[config.mk]
export PLATFORM = sky130hd
export DESIGN_NAME = obj_mem_ctrl_flat
export DESIGN_NICKNAME = d
export VERILOG_FILES = /design/src/rtl/obj_mem_ctrl_if.sv /design/src/rtl/obj_mem_ctrl.sv /design/src/flat_wrapper.sv
export SDC_FILE = /design/constraint.sdc
export NUM_CORES = 1
export LEC_CHECK = 0
export BUFFER_PORTS_ARGS = -buffer_cell sky130_fd_sc_hd__buf_2
export CAP_MARGIN = 20
export CORE_MARGIN = 2
export CORE_UTILIZATION = 51
export DETAILED_ROUTE_END_ITERATION = 12
export PLACE_DENSITY = 0.79
export SYNTH_ARGS = -nofsm -noshare
export SYNTH_HDL_FRONTEND = slang
export SYNTH_SLANG_ARGS = --single-unit
[constraint.sdc]
create_clock -name clk -period 3.7 [get_ports clk]
set_clock_uncertainty 0.15 [all_clocks]
set_input_delay 0.185 -clock clk [delete_from_list [all_inputs] [get_ports clk]]
set_output_delay 0.185 -clock clk [all_outputs]
set_load 0.01 [all_outputs]
[src/rtl/obj_mem_ctrl_if.sv]
// Bundled request, table, memory and response signals of the object memory sequencer.
// master = the sequencer itself, slave = the requester/table/memory environment.
interface obj_mem_ctrl_if;
  logic        req_valid;
  logic        req_ready;
  logic        req_we;
  logic [3:0]  req_obj;
  logic [7:0]  req_off;
  logic [15:0] req_wdata;
  logic [3:0]  ref_ptr;
  logic [7:0]  ref_off;
  logic        ref_rd;
  logic [15:0] ref_loc;
  logic        mem_req;
  logic        mem_we;
  logic [15:0] mem_addr;
  logic [15:0] mem_wdata;
  logic        mem_ack;
  logic [15:0] mem_rdata;
  logic        rsp_valid;
  logic [15:0] rsp_rdata;
  logic        rsp_err;

  modport master (
    input  req_valid, req_we, req_obj, req_off, req_wdata,
    input  ref_loc, mem_ack, mem_rdata,
    output req_ready, ref_ptr, ref_off, ref_rd,
    output mem_req, mem_we, mem_addr, mem_wdata,
    output rsp_valid, rsp_rdata, rsp_err
  );

  modport slave (
    output req_valid, req_we, req_obj, req_off, req_wdata,
    output ref_loc, mem_ack, mem_rdata,
    input  req_ready, ref_ptr, ref_off, ref_rd,
    input  mem_req, mem_we, mem_addr, mem_wdata,
    input  rsp_valid, rsp_rdata, rsp_err
  );
endinterface

[src/rtl/obj_mem_ctrl.sv]
// Object memory access sequencer: object/offset -> table lookup -> one memory access -> response.
// Optional address range check is enabled by defining OBJ_ADDR_CHECK_EN.
module obj_mem_ctrl #(
  parameter int TIMEOUT = 15
) (
  input  logic          clk,
  input  logic          rst,
  obj_mem_ctrl_if.master bus
);

  localparam logic [2:0] IDLE    = 3'd0;
  localparam logic [2:0] LOOKUP  = 3'd1;
  localparam logic [2:0] CAPTURE = 3'd2;
  localparam logic [2:0] MEM     = 3'd3;
  localparam logic [2:0] DONE    = 3'd4;
  localparam logic [7:0] TMO_LAST = 8'(TIMEOUT - 1);

  logic [2:0]  state_r;
  logic        lookup_hold_r;
  logic        we_r;
  logic [3:0]  obj_r;
  logic [7:0]  off_r;
  logic [15:0] wdata_r;
  logic [7:0]  tmo_cnt_r;
  logic        req_ready_r;
  logic [3:0]  ref_ptr_r;
  logic [7:0]  ref_off_r;
  logic        mem_req_r;
  logic        mem_we_r;
  logic [15:0] mem_addr_r;
  logic [15:0] mem_wdata_r;
  logic        rsp_valid_r;
  logic [15:0] rsp_rdata_r;
  logic        rsp_err_r;
  logic        addr_err_s;

`ifdef OBJ_ADDR_CHECK_EN
  // Objects 8..15 are unpopulated; locations outside the data window indicate wrap.
  always_comb begin
    addr_err_s = 1'b0;
    if ((obj_r >= 4'd8) || (bus.ref_loc < 16'h0100) || (bus.ref_loc > 16'h08FF)) begin
      addr_err_s = 1'b1;
    end else begin
      addr_err_s = 1'b0;
    end
  end
`else
  assign addr_err_s = 1'b0;
`endif

  // Sequencer state, request capture and all registered outputs.
  always_ff @(posedge clk or posedge rst) begin
    if (rst) begin
      state_r       <= IDLE;
      lookup_hold_r <= 1'b0;
      we_r          <= 1'b0;
      obj_r         <= 4'd0;
      off_r         <= 8'd0;
      wdata_r       <= 16'd0;
      tmo_cnt_r     <= 8'd0;
      req_ready_r   <= 1'b1;
      ref_ptr_r     <= 4'd0;
      ref_off_r     <= 8'd0;
      mem_req_r     <= 1'b0;
      mem_we_r      <= 1'b0;
      mem_addr_r    <= 16'd0;
      mem_wdata_r   <= 16'd0;
      rsp_valid_r   <= 1'b0;
      rsp_rdata_r   <= 16'd0;
      rsp_err_r     <= 1'b0;
    end else begin
      rsp_valid_r <= 1'b0;
      case (state_r)
        IDLE: begin
          if (bus.req_valid) begin
            we_r          <= bus.req_we;
            obj_r         <= bus.req_obj;
            off_r         <= bus.req_off;
            wdata_r       <= bus.req_wdata;
            req_ready_r   <= 1'b0;
            lookup_hold_r <= 1'b0;
            state_r       <= LOOKUP;
          end
        end
        LOOKUP: begin
          // First cycle loads the table-facing registers, second lets the table sample them.
          if (!lookup_hold_r) begin
            ref_ptr_r     <= obj_r;
            ref_off_r     <= off_r;
            lookup_hold_r <= 1'b1;
          end else begin
            lookup_hold_r <= 1'b0;
            state_r       <= CAPTURE;
          end
        end
        CAPTURE: begin
          mem_addr_r <= bus.ref_loc;
          if (addr_err_s) begin
            rsp_rdata_r <= 16'd0;
            rsp_err_r   <= 1'b1;
            rsp_valid_r <= 1'b1;
            state_r     <= DONE;
          end else begin
            mem_req_r   <= 1'b1;
            mem_we_r    <= we_r;
            mem_wdata_r <= wdata_r;
            tmo_cnt_r   <= 8'd0;
            state_r     <= MEM;
          end
        end
        MEM: begin
          // An ack in the final allowed cycle wins over the timeout.
          if (bus.mem_ack) begin
            mem_req_r   <= 1'b0;
            rsp_rdata_r <= we_r ? 16'd0 : bus.mem_rdata;
            rsp_err_r   <= 1'b0;
            rsp_valid_r <= 1'b1;
            state_r     <= DONE;
          end else if (tmo_cnt_r == TMO_LAST) begin
            mem_req_r   <= 1'b0;
            rsp_rdata_r <= 16'd0;
            rsp_err_r   <= 1'b1;
            rsp_valid_r <= 1'b1;
            state_r     <= DONE;
          end else begin
            tmo_cnt_r <= tmo_cnt_r + 8'd1;
          end
        end
        DONE: begin
          req_ready_r <= 1'b1;
          state_r     <= IDLE;
        end
        default: begin
          mem_req_r   <= 1'b0;
          req_ready_r <= 1'b1;
          state_r     <= IDLE;
        end
      endcase
    end
  end

  assign bus.req_ready = req_ready_r;
  assign bus.ref_ptr   = ref_ptr_r;
  assign bus.ref_off   = ref_off_r;
  assign bus.ref_rd    = 1'b1;
  assign bus.mem_req   = mem_req_r;
  assign bus.mem_we    = mem_we_r;
  assign bus.mem_addr  = mem_addr_r;
  assign bus.mem_wdata = mem_wdata_r;
  assign bus.rsp_valid = rsp_valid_r;
  assign bus.rsp_rdata = rsp_rdata_r;
  assign bus.rsp_err   = rsp_err_r;

endmodule

[src/flat_wrapper.sv]
// flat-port wrapper written by rule: the top's interface ports become plain ports
module obj_mem_ctrl_flat 
#(
  parameter int TIMEOUT = 15
)
  (clk, rst, bus_req_valid, bus_req_we, bus_req_obj, bus_req_off, bus_req_wdata, bus_ref_loc, bus_mem_ack, bus_mem_rdata, bus_req_ready, bus_ref_ptr, bus_ref_off, bus_ref_rd, bus_mem_req, bus_mem_we, bus_mem_addr, bus_mem_wdata, bus_rsp_valid, bus_rsp_rdata, bus_rsp_err);
  obj_mem_ctrl_if bus_i ();
  input  logic clk;
  input  logic rst;
  input wire logic [$bits(bus_i.req_valid)-1:0] bus_req_valid;
  input wire logic [$bits(bus_i.req_we)-1:0] bus_req_we;
  input wire logic [$bits(bus_i.req_obj)-1:0] bus_req_obj;
  input wire logic [$bits(bus_i.req_off)-1:0] bus_req_off;
  input wire logic [$bits(bus_i.req_wdata)-1:0] bus_req_wdata;
  input wire logic [$bits(bus_i.ref_loc)-1:0] bus_ref_loc;
  input wire logic [$bits(bus_i.mem_ack)-1:0] bus_mem_ack;
  input wire logic [$bits(bus_i.mem_rdata)-1:0] bus_mem_rdata;
  output wire logic [$bits(bus_i.req_ready)-1:0] bus_req_ready;
  output wire logic [$bits(bus_i.ref_ptr)-1:0] bus_ref_ptr;
  output wire logic [$bits(bus_i.ref_off)-1:0] bus_ref_off;
  output wire logic [$bits(bus_i.ref_rd)-1:0] bus_ref_rd;
  output wire logic [$bits(bus_i.mem_req)-1:0] bus_mem_req;
  output wire logic [$bits(bus_i.mem_we)-1:0] bus_mem_we;
  output wire logic [$bits(bus_i.mem_addr)-1:0] bus_mem_addr;
  output wire logic [$bits(bus_i.mem_wdata)-1:0] bus_mem_wdata;
  output wire logic [$bits(bus_i.rsp_valid)-1:0] bus_rsp_valid;
  output wire logic [$bits(bus_i.rsp_rdata)-1:0] bus_rsp_rdata;
  output wire logic [$bits(bus_i.rsp_err)-1:0] bus_rsp_err;
  assign bus_i.req_valid = bus_req_valid;
  assign bus_i.req_we = bus_req_we;
  assign bus_i.req_obj = bus_req_obj;
  assign bus_i.req_off = bus_req_off;
  assign bus_i.req_wdata = bus_req_wdata;
  assign bus_i.ref_loc = bus_ref_loc;
  assign bus_i.mem_ack = bus_mem_ack;
  assign bus_i.mem_rdata = bus_mem_rdata;
  assign bus_req_ready = bus_i.req_ready;
  assign bus_ref_ptr = bus_i.ref_ptr;
  assign bus_ref_off = bus_i.ref_off;
  assign bus_ref_rd = bus_i.ref_rd;
  assign bus_mem_req = bus_i.mem_req;
  assign bus_mem_we = bus_i.mem_we;
  assign bus_mem_addr = bus_i.mem_addr;
  assign bus_mem_wdata = bus_i.mem_wdata;
  assign bus_rsp_valid = bus_i.rsp_valid;
  assign bus_rsp_rdata = bus_i.rsp_rdata;
  assign bus_rsp_err = bus_i.rsp_err;
  obj_mem_ctrl #(.TIMEOUT(TIMEOUT)) u_core (.clk(clk), .rst(rst), .bus(bus_i));
endmodule
==> flow_summary.ini, run 1 <==
[status]
outcome = finished clean

[place]
dpl_cell_area_um2 = 5070
globalplace.congestion = 0.872
post-place-ws_ps = 1440
numPortBuffers = 129
place_hpwl_um = 6000

[power_and_ir_drop]
leakagePower_nw = 2.87
seqPwrFrac_pct = 44.1
comb_power_share_pct = 39.1
switching_share_pct = 33.7
internal_power_mw = 3.14
power.switching_mw = 1.60
power_density_nw_per_um2 = 799
pwr-share-clk_pct = 16.8
ir_drop_mv = 0.498

[final_layout]
utilization_pct = 71.4
n_antenna_cell = 0
fillers = 534
num-nets-final = 544
area_delta_synth_final_pct = 34.5
multiInputGateArea_um2 = 1600
drive_gt1_share_pct = 45.2
regArea_um2 = 2650
final_area_um2 = 5930

[floorplan]
die-width_um = 97.0
die_h_um = 97.0
coreArea_um2 = 8300
die_area_um2 = 9400
initial_core_util_pct = 53.1
pin_count = 131
row_count = 33

[drt]
dr.pass1.iters = 4
wl_um = 9700
viasPerCell = 5.22
ant_nets = 0
num_vias = 3067
routedWlPerCell_um = 16.5
drtIter0Drc = 109
drcViolationCount = 0

[setup_path]
cp.required_ps = 3800
cp.arrival_ps = 2340
critical_path_class = register to register
cpPeakStageDelay_ps = 780
cp-end-kind = register
critPathTopFamily = simple AND/OR/NAND/NOR gates
critPathSlowestCell = nor4_4
path_cells = inv_4, nor4_4, mux2_2
cp_num_buf_inv = 1
start_kind = register
cp_max_fo = 13

[grt]
grt_use_total_pct = 21.3
grt_pass1_vias = 3280
grt_pass1_wl_um = 16300
antenna_found_initial = 0
grt_overflow = 0
grt_start_max_net_pins = 47

[logic_synthesis]
netlist.area_leader.share_pct = 59.6
synth.area.top_cells = dfrtp_1 60%, mux2_4 9.9%, mux2_2 6.6%
async_flop_share_pct = 100
synth.avg_cell_area_um2 = 15.4
yosys.area_share.simple_pct = 6.59
synth_cell_type_count = 47
yosysMostFrequentCell = dfrtp_1
synthAdderAreaFrac_pct = 0.568
synth_flop_cell = dfrtp_1
synthXorXnorAreaFrac_pct = 0
synthMuxAreaShare_pct = 21.6
synth_compound_area_share_pct = 7.35
netlist_instances = 287
syn_nets = 354
synth_largest_area_cell = dfrtp_1
synth_top_family_by_area = multiplexers
synth.top_cells.by_count = 105 x dfrtp_1, 29 x mux2_4, 26 x mux2_2
ys_seq_area_share_pct = 60.2
synth-edff-count = 0
ys_warn_count = 0
synth_seq_cells = 106
syn_area_um2 = 4410

[sta]
fin_ws_ps = 1460
worst_pin_slew_ps = 825
grt_setup_unrepaired = no
setup_viol = 0
fin_crit_ps = 2240
tns_ps = 0
maxSlewViolCount = 0
max_freq_mhz = 446
hold_viol = 0
slew_headroom_pct = 44.6
timing.final.crit_share_pct = 60.6

[clock_tree]
clock_latency_ps = 360
cts_tree = built
post_cts_resize_count = 0
numCtsBuffers = 9
post-cts-setup-buffers = 0
clk_path_buf_depth = 2
cts_num_sinks = 106
cts-root-buf = clkbuf_8
cts.reportedPaths.clkPinSlew_ps = 100
cts_max_level = 3

[hold_path]
hp-class = input port to register

[run]
max_cap_viol_count = 0
-- metrics by stage --
stage / instances / hold slack [ps] / total power [mW]
finish: 587 / 36.8 / 4.74
global route: 587 / 26.3 / 5.03
CTS: 587 / 18.6 / 4.75
detailed placement: 509 / 128 / 3.90
global placement: 509 / 124 / 3.81
floorplan: 287 / 168 / 3.33
-- cell families (layout without fill, tap and decap cells) --
kind of cell / Yosys count / after routing
DFF: 106 / 106
other: 1 / 1
adders and majority gates: 2 / 2
AOI/OAI and AO/OA: 43 / 43
muxes: 75 / 75
buffers and inverters: 21 / 216
and+or+nand+nor: 39 / 39
-- sequential cells by signal, summed over array words and instances, names as in the netlist --
register / flops
u_core.bus.mem_wdata: 16
u_core.bus.mem_addr: 16
u_core.tmo_cnt_r: 8
u_core.bus.ref_off: 8
u_core.bus.mem_we: 1
u_core.bus.rsp_valid: 1
u_core.state_r: 3
u_core.obj_r: 4
u_core.we_r: 1
u_core.off_r: 8
u_core.bus.req_ready: 1
u_core.bus.rsp_err: 1
u_core.wdata_r: 16
u_core.lookup_hold_r: 1
u_core.bus.mem_req: 1
u_core.bus.rsp_rdata: 16
u_core.bus.ref_ptr: 4
-- what timing repair did --
| item | in CTS | in global routing |
|---|---|---|
| endpoints found under the hold margin | 105 | 0 |
| hold buffers | 62 | 0 |
| endpoints found under the setup margin | 0 | 0 |
-- per-layer routing --
metal | track usage, % | share of wire, %
met2 | 34.8 | 48
met1 | 28.3 | 43
met5 | 0 | 0
met3 | 5.35 | 8.0
met4 | 6.39 | 1.4
-- power by group through the flow --
| stage | combinational, mW | clock, mW | sequential, mW |
|---|---|---|---|
| floorplan | 1.15 | 0 | 2.18 |
| global placement | 1.76 | 0 | 2.05 |
| detailed placement | 1.80 | 0 | 2.09 |
| CTS | 1.86 | 0.816 | 2.07 |
| global route | 2.00 | 0.865 | 2.16 |
| finish | 1.85 | 0.797 | 2.09 |
-- cell type report --
type / instances / area share (%)
flip-flops and latches: 106 / 44.8
well taps: 105 / 2.22
multi-input cells: 160 / 26.9
repair buffers: 193 / 21.6
inverters: 7 / 0.528
clock buffers: 9 / 2.09
clock inverters: 7 / 1.84
-- final timing paths --
check	startpoint	to	slack, ps	cells after the start
setup / recovery	u_core.state_r[0]	u_core.bus.ref_off[6]	1460	3
hold / removal	bus_req_valid	u_core.state_r[0]	40	3
setup reg to reg	u_core.state_r[0]	u_core.bus.ref_off[6]	1460	3
hold reg to reg	u_core.bus.mem_addr[3]	u_core.bus.mem_addr[3]	340	1
max in group asynchronous	rst	u_core.bus.req_ready	2200	4
min in group asynchronous	rst	u_core.bus.mem_addr[7]	300	3
-- tightest hold or removal path: cells and delay by family --
family,cells,cell delay [ps]
AND/OR/NAND/NOR,2,200
buffers and inverters,1,120
-- cells in the final DEF (no fill, tap or decap), types with 2 or more instances in the layout --
| master | netlist | routed |
|---|---|---|
| ha_1 | 2 | 2 |
| o211ai_1 | 3 | 3 |
| clkinv_4 | 0 | 2 |
| inv_4 | 1 | 2 |
| inv_1 | 6 | 5 |
| dfrtp_1 | 105 | 105 |
| nand2b_1 | 2 | 2 |
| nor3_1 | 4 | 4 |
| inv_8 | 0 | 2 |
| mux2_1 | 19 | 19 |
| bufinv_16 | 0 | 2 |
| nor2_1 | 5 | 5 |
| o21ai_0 | 7 | 7 |
| nand3_1 | 4 | 4 |
| buf_4 | 4 | 2 |
| buf_2 | 1 | 129 |
| a21oi_1 | 7 | 7 |
| nand2_1 | 6 | 6 |
| nor4_1 | 2 | 2 |
| dlygate4sd3_1 | 0 | 62 |
| nor2_2 | 2 | 2 |
| mux2_4 | 29 | 29 |
| a21o_1 | 2 | 2 |
| clkbuf_8 | 0 | 9 |
| a22o_1 | 16 | 16 |
| o41ai_1 | 2 | 2 |
| mux2_2 | 26 | 26 |
Note: power is estimated with default switching activity, not from simulation.
==> inputs of run 2 (changes only) <==
- clock period: 3.7 -> 2.2 ns (I/O delays scaled with it)
==> run 2 against run 1 <==
  * Sequential cell count is the same
  * Critical path depth grew 3
  * Non-clock buffer count grew 5
  * Hold slack gained 290 ps
  * Global-route usage grew 1.5 points
  * Highest routed layer unchanged
==> flow_summary.ini, run 2 (synthesized netlist as in run 1, its figures left out) <==
[sta]
max_freq_mhz = 492
tns_ps = 0
whs_ps = 330
maxSlewViolCount = 0
setup_viol = 0
timing.final.crit_share_pct = 92.4
worst_pin_slew_ps = 647
hold_viol = 0
slew_headroom_pct = 56.8
grt_setup_unrepaired = no
fin_crit_ps = 2030

[final_layout]
n_antenna_cell = 0
multiInputGateArea_um2 = 1600
final_common_cell = buf_2
num-nets-final = 549
area_delta_synth_final_pct = 35.6
fillers = 526
instances_no_fill = 592
final_area_um2 = 5980
drive_gt1_share_pct = 45.4
final_cell_mix = 129 x buf_2, 105 x dfrtp_1, 64 x dlygate4sd3_1
regArea_um2 = 2650

[setup_path]
critical_path_class = register to register
cpPeakStageDelay_ps = 440
cp.arrival_ps = 2180
cp_max_fo = 18
start_kind = register
cp-end-kind = register
path_cells = inv_1, ha_1, nor3b_2, and3_1, o21ai_4, a22o_1
cp.required_ps = 2340
critPathSlowestCell = o21ai_4
critPathTopFamily = compound AO/OA/AOI/OAI gates
cp_num_buf_inv = 1

[clock_tree]
clk_path_buf_depth = 2
cts.reportedPaths.clkPinSlew_ps = 110
cts_max_level = 3
post-cts-setup-buffers = 0
cts-root-buf = clkbuf_8
cts_tree = built
cts_num_sinks = 106
clock_latency_ps = 360
numCtsBuffers = 9

[power_and_ir_drop]
switching_share_pct = 34.5
seqPwrFrac_pct = 43.8
leakagePower_nw = 2.89
pwr-share-clk_pct = 15.6
power_density_nw_per_um2 = 1340
internal_power_mw = 5.26
p_total_mw = 8.03
power.switching_mw = 2.77
comb_power_share_pct = 40.6
ir_drop_mv = 0.711

[floorplan]
die_area_um2 = 9400
pin_count = 131
initial_core_util_pct = 53.1
die-width_um = 97.0
die_h_um = 97.0
coreArea_um2 = 8300
row_count = 33

[drt]
ant_nets = 0
drtIter0Drc = 136
num_vias = 3102
routedWlPerCell_um = 17.7
viasPerCell = 5.24
dr.pass1.iters = 4
drcViolationCount = 0
wl_um = 10500

[hold_path]
hp-class = input port to async pin

[run]
max_cap_viol_count = 0

[place]
place_hpwl_um = 6050
numPortBuffers = 129
globalplace.congestion = 0.928
dp.cells = 512
dpl_cell_area_um2 = 5120

[grt]
grt_pass1_vias = 3305
grt_use_total_pct = 22.8
grt_start_max_net_pins = 107
grt_overflow = 0
antenna_found_initial = 0
grt_pass1_wl_um = 17200

[status]
outcome = finished clean
==> run 2: metrics by stage <==
step,utilization (%),worst slack [ps]
final,72.0,167
after floorplan,-,441
after CTS,71.9,186
after global routing,72.0,65.9
after detailed placement,61.7,210
after global placement,61.7,343
==> run 2: worst register-to-register path, stage by stage, from the launching register on <==
cell and delay (ps):
dfrtp_1 410, inv_1 90, ha_1 200, nor3b_2 160, and3_1 270, o21ai_4 450, a22o_1 240
==> run 2: path summary, 6_finish.rpt <==
check                      cells past startpoint                 endpoint  slack [ps]                   from
min reg2reg                                    1    u_core.bus.ref_ptr[3]         340  u_core.bus.ref_ptr[3]
max reg2reg                                    6  u_core.bus.rsp_rdata[4]         170    u_core.tmo_cnt_r[0]
min                                            4  u_core.bus.mem_addr[11]         330                    rst
max in group asynchronous                      4     u_core.bus.req_ready        1150                    rst
max                                            6  u_core.bus.rsp_rdata[4]         170    u_core.tmo_cnt_r[0]
min in group clk                               1    u_core.bus.ref_ptr[3]         340  u_core.bus.ref_ptr[3]
==> run 2: power groups by stage <==
stage / registers (mW) / clock network (mW) / logic, mW
6_report: 3.52 / 1.25 / 3.26
5_1_grt: 3.63 / 1.36 / 3.49
4_1_cts: 3.48 / 1.27 / 3.23
3_5_place_dp: 3.50 / 0 / 3.13
3_3_place_gp: 3.45 / 0 / 3.03
2_1_floorplan: 3.66 / 0 / 1.94
==> run 2: repair_timing <==
item / 4_1_cts / 5_1_grt
endpoints found under the setup margin: 0 / 1
endpoints found under the hold margin: 169 / 0
hold buffers: 64 / 0
resized for setup: 0 / 1
==> run 2: area by class of cell <==
type	count	share of cell area (%)
clock inverters	5	1.13
clock buffers	11	2.37
repair buffers	198	22.6
multi-input cells	160	26.8
inverters	7	0.544
well taps	105	2.20
flip-flops and latches	106	44.4
==> run 2: layer usage <==
layer	wire length [µm]	GRT usage, %
met5	0	0
met4	144	7.91
met3	729	5.78
met2	5060	37.2
met1	4520	29.9
